**src/rtl/mem_bus_router.sv**
```systemverilog
// mem_bus_router: byte-serial router from the CPU data bus to NUM_SLAVES memory-mapped slaves.
// The start address is decoded once against a base/mask table, with the lowest index winning.
// Multi-byte transfers then run little-endian, one byte per request/DV handshake.
// An optional per-byte timeout aborts a transfer that a slave never answers.

module mem_bus_router #(
  parameter int unsigned                    NUM_SLAVES  = 4,
  parameter int unsigned                    ADDR_W      = 32,
  parameter logic [NUM_SLAVES*ADDR_W-1:0]   REGION_BASE = '0,
  parameter logic [NUM_SLAVES*ADDR_W-1:0]   REGION_MASK = '0,
  parameter int unsigned                    TIMEOUT     = 1024
) (
  input  logic                      i_clk,
  input  logic                      i_rst_n,
  input  logic [ADDR_W-1:0]         i_bus_address,
  input  logic [31:0]               i_bus_data,
  input  logic                      i_bus_DV,
  input  logic [2:0]                i_bhw,
  input  logic                      i_write_notread,
  output logic [31:0]               o_bus_data,
  output logic                      o_bus_DV,
  output logic                      o_bus_err,
  output logic                      o_busy,
  output logic [NUM_SLAVES-1:0]     o_slv_request,
  output logic [ADDR_W-1:0]         o_slv_address,
  output logic [7:0]                o_slv_data,
  output logic                      o_slv_write,
  input  logic [8*NUM_SLAVES-1:0]   i_slv_data,
  input  logic [NUM_SLAVES-1:0]     i_slv_DV
);

  localparam int unsigned SelW = (NUM_SLAVES > 1) ? $clog2(NUM_SLAVES) : 1;

  typedef enum logic [1:0] {StIdle, StIssue, StWait} state_e;

  state_e                  state_q;
  logic [ADDR_W-1:0]       addr_q;
  logic [31:0]             data_q;
  logic [1:0]              last_q;
  logic                    write_q;
  logic [SelW-1:0]         sel_q;
  logic [1:0]              idx_q;
  logic [31:0]             timer_q;
  logic [31:0]             bus_data_q;
  logic                    bus_dv_q;
  logic                    bus_err_q;
  logic [NUM_SLAVES-1:0]   req_q;
  logic [ADDR_W-1:0]       slv_addr_q;
  logic [7:0]              slv_data_q;
  logic                    slv_write_q;

  logic                    dec_hit;
  logic [SelW-1:0]         dec_sel;
  logic                    size_ok;
  logic [1:0]              idx_inc;

  assign size_ok = (i_bhw == 3'd1) || (i_bhw == 3'd2) || (i_bhw == 3'd4);
  assign idx_inc = idx_q + 2'd1;

  // Region decode of the start address; the first (lowest) matching slave wins.
  always_comb begin
    dec_hit = 1'b0;
    dec_sel = '0;
    for (int unsigned s = 0; s < NUM_SLAVES; s++) begin
      if (!dec_hit &&
          ((i_bus_address & REGION_MASK[s*ADDR_W +: ADDR_W]) == REGION_BASE[s*ADDR_W +: ADDR_W])) begin
        dec_hit = 1'b1;
        dec_sel = SelW'(s);
      end
    end
  end

  // Transfer FSM; all bus and slave outputs are registered here.
  always_ff @(posedge i_clk) begin
    if (!i_rst_n) begin
      state_q     <= StIdle;
      addr_q      <= '0;
      data_q      <= '0;
      last_q      <= '0;
      write_q     <= 1'b0;
      sel_q       <= '0;
      idx_q       <= '0;
      timer_q     <= '0;
      bus_data_q  <= '0;
      bus_dv_q    <= 1'b0;
      bus_err_q   <= 1'b0;
      req_q       <= '0;
      slv_addr_q  <= '0;
      slv_data_q  <= '0;
      slv_write_q <= 1'b0;
    end else begin
      // Request is a single-cycle pulse that coincides with ISSUE.
      req_q <= '0;
      unique case (state_q)
        StIdle: begin
          if (i_bus_DV) begin
            addr_q     <= i_bus_address;
            data_q     <= i_bus_data;
            last_q     <= 2'(i_bhw - 3'd1);
            write_q    <= i_write_notread;
            sel_q      <= dec_sel;
            idx_q      <= '0;
            bus_data_q <= '0;
            if (!size_ok || !dec_hit) begin
              // Rejected without touching any slave; error completes next cycle.
              bus_dv_q  <= 1'b1;
              bus_err_q <= 1'b1;
            end else begin
              bus_dv_q       <= 1'b0;
              bus_err_q      <= 1'b0;
              state_q        <= StIssue;
              req_q[dec_sel] <= 1'b1;
              slv_addr_q     <= i_bus_address;
              slv_data_q     <= i_bus_data[7:0];
              slv_write_q    <= i_write_notread;
            end
          end
        end
        StIssue: begin
          state_q <= StWait;
          timer_q <= '0;
        end
        StWait: begin
          // A DV in the expiry cycle still wins over the timeout.
          if (i_slv_DV[sel_q]) begin
            if (!write_q) begin
              bus_data_q[idx_q*8 +: 8] <= i_slv_data[sel_q*8 +: 8];
            end
            if (idx_q == last_q) begin
              state_q   <= StIdle;
              bus_dv_q  <= 1'b1;
              bus_err_q <= 1'b0;
            end else begin
              idx_q        <= idx_inc;
              state_q      <= StIssue;
              req_q[sel_q] <= 1'b1;
              slv_addr_q   <= addr_q + ADDR_W'(idx_inc);
              slv_data_q   <= data_q[idx_inc*8 +: 8];
            end
          end else if ((TIMEOUT != 0) && (timer_q == TIMEOUT - 1)) begin
            state_q   <= StIdle;
            bus_dv_q  <= 1'b1;
            bus_err_q <= 1'b1;
          end else begin
            timer_q <= timer_q + 32'd1;
          end
        end
        default: state_q <= StIdle;
      endcase
    end
  end

  assign o_busy        = (state_q != StIdle);
  assign o_bus_data    = bus_data_q;
  assign o_bus_DV      = bus_dv_q;
  assign o_bus_err     = bus_err_q;
  assign o_slv_request = req_q;
  assign o_slv_address = slv_addr_q;
  assign o_slv_data    = slv_data_q;
  assign o_slv_write   = slv_write_q;

endmodule

```
**config.mk**
```make
export PLATFORM = sky130hd
export DESIGN_NAME = mem_bus_router
export DESIGN_NICKNAME = d
export VERILOG_FILES = /design/src/rtl/mem_bus_router.sv
export SDC_FILE = /design/constraint.sdc
export NUM_CORES = 1
export LEC_CHECK = 0
export BUFFER_PORTS_ARGS = -buffer_cell sky130_fd_sc_hd__buf_2
export CORE_UTILIZATION = 51
export CTS_CLUSTER_SIZE = 10
export DETAILED_ROUTE_END_ITERATION = 8
export PLACE_DENSITY_LB_ADDON = 0.12
export SYNTH_ARGS = -nofsm -noshare
export SYNTH_HDL_FRONTEND = slang
export SYNTH_SLANG_ARGS = --single-unit
```
**constraint.sdc**
```tcl
create_clock -name i_clk -period 3.6 [get_ports i_clk]
set_clock_uncertainty 0.05 [all_clocks]
set_input_delay 0.54 -clock i_clk [delete_from_list [all_inputs] [get_ports i_clk]]
set_output_delay 0.54 -clock i_clk [all_outputs]
set_load 0.005 [all_outputs]
```
Word level (Yosys, flattened, before mapping)
Cells that the tools add are included.
- add/subtract/negate cells: 5
- eq/ne operators: 16
- shift operators: 3
- muxes and demuxes: 42
- reductions and logical operators: 14
- operators by type and width (cell ; number):
    $mux W32 ; 9
    $pmux W32 S2 ; 3
    $neg A5 Y34 ; 1
    $shift A8 B34 Y32 const A ; 1
    $shiftx A8 B34 Y32 ; 1
    $add A32 B1 Y32 const B ; 1
    $add A32 B2 Y32 ; 1
    $bwmux W32 ; 1
    $eq A32 B10 Y1 const B ; 1
    $mux W8 ; 4
    $shiftx A32 B6 Y8 ; 1
    $pmux W8 S2 ; 1
    $mux W2 ; 7
    $ne A2 B2 Y1 const B ; 7
    $mux W1 ; 12
    $reduce_and A4 Y1 ; 3
    $reduce_and A3 Y1 ; 3
    $ne A3 B3 Y1 const B ; 2
    $pmux W1 S2 ; 3
    $pmux W2 S3 ; 1
    $reduce_bool A2 Y1 ; 3
    $reduce_and A5 Y1 ; 1
    $pmux W2 S2 ; 1
    $eq A3 B1 Y1 const B ; 1
    10 further kinds ; 11
- flip-flop bits (word level): 182
- input bits: 107
- logic and storage cells: 94

Logic depth before layout (Yosys ltp)
- word-level depth: 6
- depth in mapped cells: 11
- gate-level depth less buffers: 8

Worst setup path after synthesis
OpenSTA, ideal clock, no wires.
- path type: register to register
- from: register idx_q[0]
- to: register slv_addr_q[30], in the netlist o_slv_address[30]
- setup time: 0.095 ns
- data arrival time: 3.099 ns
- required time: 3.455 ns
- setup slack: 0.355 ns
- stages on the path, launching flop included: 11
- buffers on the path: 2
- clock period less this slack: 3.245 ns
- cell sequence: dfxtp_1 buf_2 buf_1 inv_1 ha_1 fa_1 nand4_1 or3_1 or4_1 xnor2_1 a221oi_1
- longest elaborated chain between the ends: 5
- elaborated cells between the ends (all ways): 8
- those cells by class: add/sub (2); eq/ne (2); mux (3); reduce/logical (1)
- RTL lines (element ; RTL line ; RTL):
    from (decl) ; 42 ; logic [1:0] idx_q;
    from (signal assigned) ; 134 ; idx_q <= idx_inc;
    $add A2 B1 Y2 ; 58 ; assign idx_inc = idx_q + 2'd1;
    $add A32 B2 Y32 ; 137 ; slv_addr_q <= addr_q + ADDR_W'(idx_inc);
    $mux W32 ; 129 ; if (idx_q == last_q) begin
    $mux W32 ; 125 ; if (i_slv_DV[sel_q]) begin
    $pmux W32 S2 ; 94 ; unique case (state_q)
    to (signal assigned) ; 113 ; slv_addr_q <= i_bus_address;
    to (signal assigned) ; 137 ;
    to (decl) ; 48 ; logic [ADDR_W-1:0] slv_addr_q;
Several ways; a longest one is shown, not always the timed one. The select of a mux whose other input is x is not followed.
A chain may end at the register's enable or synchronous reset.

Worst setup path after layout
- from: register idx_q[1]
- to: register slv_addr_q[30], in the netlist o_slv_address[30]
The elaborated chain is that of the path after synthesis.

==> impl_metrics.env <==
export IMPL_ys_seq_elements=179
export IMPL_grt_pass1_wl_mm=33.94
export IMPL_drtAntennaViolNets=0
export IMPL_ys_warn_count=0
export IMPL_ys_flop_type="dfxtp_1"
export IMPL_hpwl_mm=14.31
export IMPL_area_delta_synth_final_pct=18.42
export IMPL_outcome="finished, final reports clean"
export IMPL_synthesis_area_um2=8456
export IMPL_cp_endpoint="o_slv_address[30]"
export IMPL_fin_crit_sh=0.8216
export IMPL_drtIter0Drc=520
export IMPL_cp_end_kind="flip-flop"
export IMPL_slew_viol_final=0
export IMPL_path_max_fanout=8
export IMPL_routed_wl_mm=21.43
export IMPL_cts_root_buf="clkbuf_16"
export IMPL_synth_top_area_share=0.4238
export IMPL_clk_latency_ns=0.43
export IMPL_crit_chain="inv_1 -> ha_1 -> fa_1 -> nand4_1 -> or3_1 -> or4_1 -> xnor2_1 -> a221oi_1"
export IMPL_initial_core_util=0.5266
export IMPL_antenna_found_initial=2
export IMPL_numCtsBuffers=17
export IMPL_reg2reg_depth=8
export IMPL_fin_setup_tns_ns=0
export IMPL_hp_class="in -> reg"
export IMPL_grt_pass1_vias=6785
export IMPL_relSlewSlack=0.3631
export IMPL_crit_arrival_ns=3.24
export IMPL_grt_max_degree=70
export IMPL_grt_overflow=0
export IMPL_ys_types=66
export IMPL_yosysSeqAreaShare=0.4238
export IMPL_postCtsSetupBuffers=0
export IMPL_clkSlewWorstSetupHoldPaths_ns=0.07
export IMPL_synth_edf_count=0
export IMPL_fin_util=0.6236
export IMPL_wl_per_cell_um=15.42
export IMPL_h_tree_depth=4
export IMPL_critical_path_required_ns=3.88
export IMPL_rrSetupSlack_ns=0.64
export IMPL_dr_pass1_iters=6
export IMPL_peakVddDrop_uv=385.1
export IMPL_max_clock_path_buffers=2
export IMPL_reg2reg_to="o_slv_address[30]"
export IMPL_hold_buffers=0
export IMPL_synthCells=1039
export IMPL_cts_sinks=179
export IMPL_cts_tree="built"
export IMPL_startpoint_type="flip-flop"
export IMPL_startpoint="idx_q[1]"
export IMPL_final_common_cell="nand2_1"
export IMPL_portBuffers=156
export IMPL_viasPerCell=5.542
export IMPL_rsz0062_at_grt="false"
export IMPL_avgSynthCellArea_um2=8.138
export IMPL_place_congestion=0.7614
export IMPL_asyncSetResetFlopFracSynth=0
export IMPL_power_leakage_nw=3.762
export IMPL_fin_ws_ns=0.6422
export IMPL_yosys_top_cells_area="dfxtp_1 (42%), nand2_1 (8.2%), a21oi_1 (7.8%)"
export IMPL_maxCapViolCount=0
export IMPL_vias=7703
export IMPL_grt_usage=0.2530
export IMPL_critPathMaxStageDelay_ns=0.52
export IMPL_reg2reg_from="idx_q[1]"
export IMPL_yosysTopAreaCell="dfxtp_1"
export IMPL_worstSetupPathType="reg -> reg"
export IMPL_fp_dieW_um=130.8
export IMPL_coreArea_um2=16060
export IMPL_cts_resized=0
export IMPL_dieHeight_um=130.8
export IMPL_rows=46
export IMPL_hold_viol_final=0
export IMPL_clock_fmax_mhz=338.1
export IMPL_hold_ws_ns=0.2668
export IMPL_fin_crit_ns=2.958
export IMPL_place_ws_ns=0.6385
export IMPL_powerDensity_nw_per_um2=563.1
export IMPL_design_die_area_um2=17100
export IMPL_ios=187
export IMPL_cp_slowest_cell="or4_1"
export IMPL_layout_common_cells="nand2_1 (184), dfxtp_1 (179), buf_2 (156), a21oi_1 (132), nand3_1 (78)"
export IMPL_worst_pin_slew_ns=0.9538
export IMPL_setup_violations_final=0
export IMPL_route_detailed_drc=0
export IMPL_drive_above_1_share=0.2020
export IMPL_layout_nets=1283
where the power goes:
group / switching, mW / internal (mW)
logic: 0.832 / 0.508
clock network: 0.830 / 1.10
registers: 0.163 / 2.20
total: 1.83 / 3.81
state kept, by name, summed over array words and instances (netlist names):
signal         cells
o_slv_write        1
data_q            32
o_bus_data        32
write_q            1
o_slv_data         8
o_slv_request      1
last_q             2
o_bus_DV           1
idx_q              2
addr_q            32
timer_q           32
o_slv_address     32
o_bus_err          1
state_q            2
cell type report:
| type | instances | area (µm²) |
|---|---|---|
| timing repair buffer | 174 | 928.4 |
| multi-input combinational | 767 | 4543 |
| clock buffer | 17 | 425.4 |
| tap | 216 | 270.3 |
| fill | 1511 | 6045 |
| antenna | 1 | 2.502 |
| clock inverter | 14 | 176.4 |
| sequential | 179 | 3583 |
| inverter | 22 | 83.83 |
Yosys cell counts (18+ instances only):
cell type / number
a21oi_1: 132
clkbuf_1: 55
dfxtp_1: 179
inv_1: 21
nand2_1: 185
nand2b_1: 27
nand3_1: 78
nand4_1: 22
nor2_1: 50
nor4_1: 19
o21ai_0: 29
or3_1: 18
xnor2_1: 20
metrics by stage:
step                      cell area [µm²]  std cells  total power, mW
after floorplan                      8463       1041            3.297
after global placement               9409       1358            3.732
after detailed placement             9409       1358            3.756
after CTS                           10010       1389            5.676
after global routing                10010       1389            5.931
final                               10010       1390            5.638
cells by family after synthesis:
kind of cell | after synthesis | share of synthesized area
fa+ha+maj | 15 | 0.02308
compound gates | 231 | 0.1623
mux | 25 | 0.04143
buf+inv | 95 | 0.04409
simple gates | 460 | 0.2706
other cells | 1 | 0.0004435
flops | 179 | 0.4238
xor+xnor | 33 | 0.03418
critical path, delay by kind of cell (launching register included):
family | cells | cell delay (ns)
AOI/OAI and AO/OA | 1 | 0.23
xor gates and xnor gates | 1 | 0.14
adders and majority gates | 2 | 0.65
buffers and inverters | 1 | 0.09
DFF | 1 | 0.39
and+or+nand+nor | 3 | 1.30
worst min path at each step:
stage | from | cells after the start | endpoint | slack (ns)
global route | i_bhw[0] | 2 | last_q[0] | 0.26
floorplan | data_q[0] | 2 | data_q[0] | 0.38
finish | i_bhw[0] | 2 | last_q[0] | 0.27
CTS | i_bhw[0] | 2 | last_q[0] | 0.26
detailed placement | data_q[17] | 2 | data_q[17] | 0.39
global placement | o_bus_data[0] | 2 | o_bus_data[0] | 0.39
layer usage:
| layer | vias to the layer above | wire length, µm | global-route usage |
|---|---|---|---|
| li1 | 3924 | - | - |
| met1 | 3569 | 10200 | 0.3473 |
| met2 | 185 | 9906 | 0.3965 |
| met3 | 23 | 1052 | 0.05171 |
| met4 | 2 | 266 | 0.08519 |
| met5 | - | 8 | 0 |
Power figures use the tool's default switching activity.
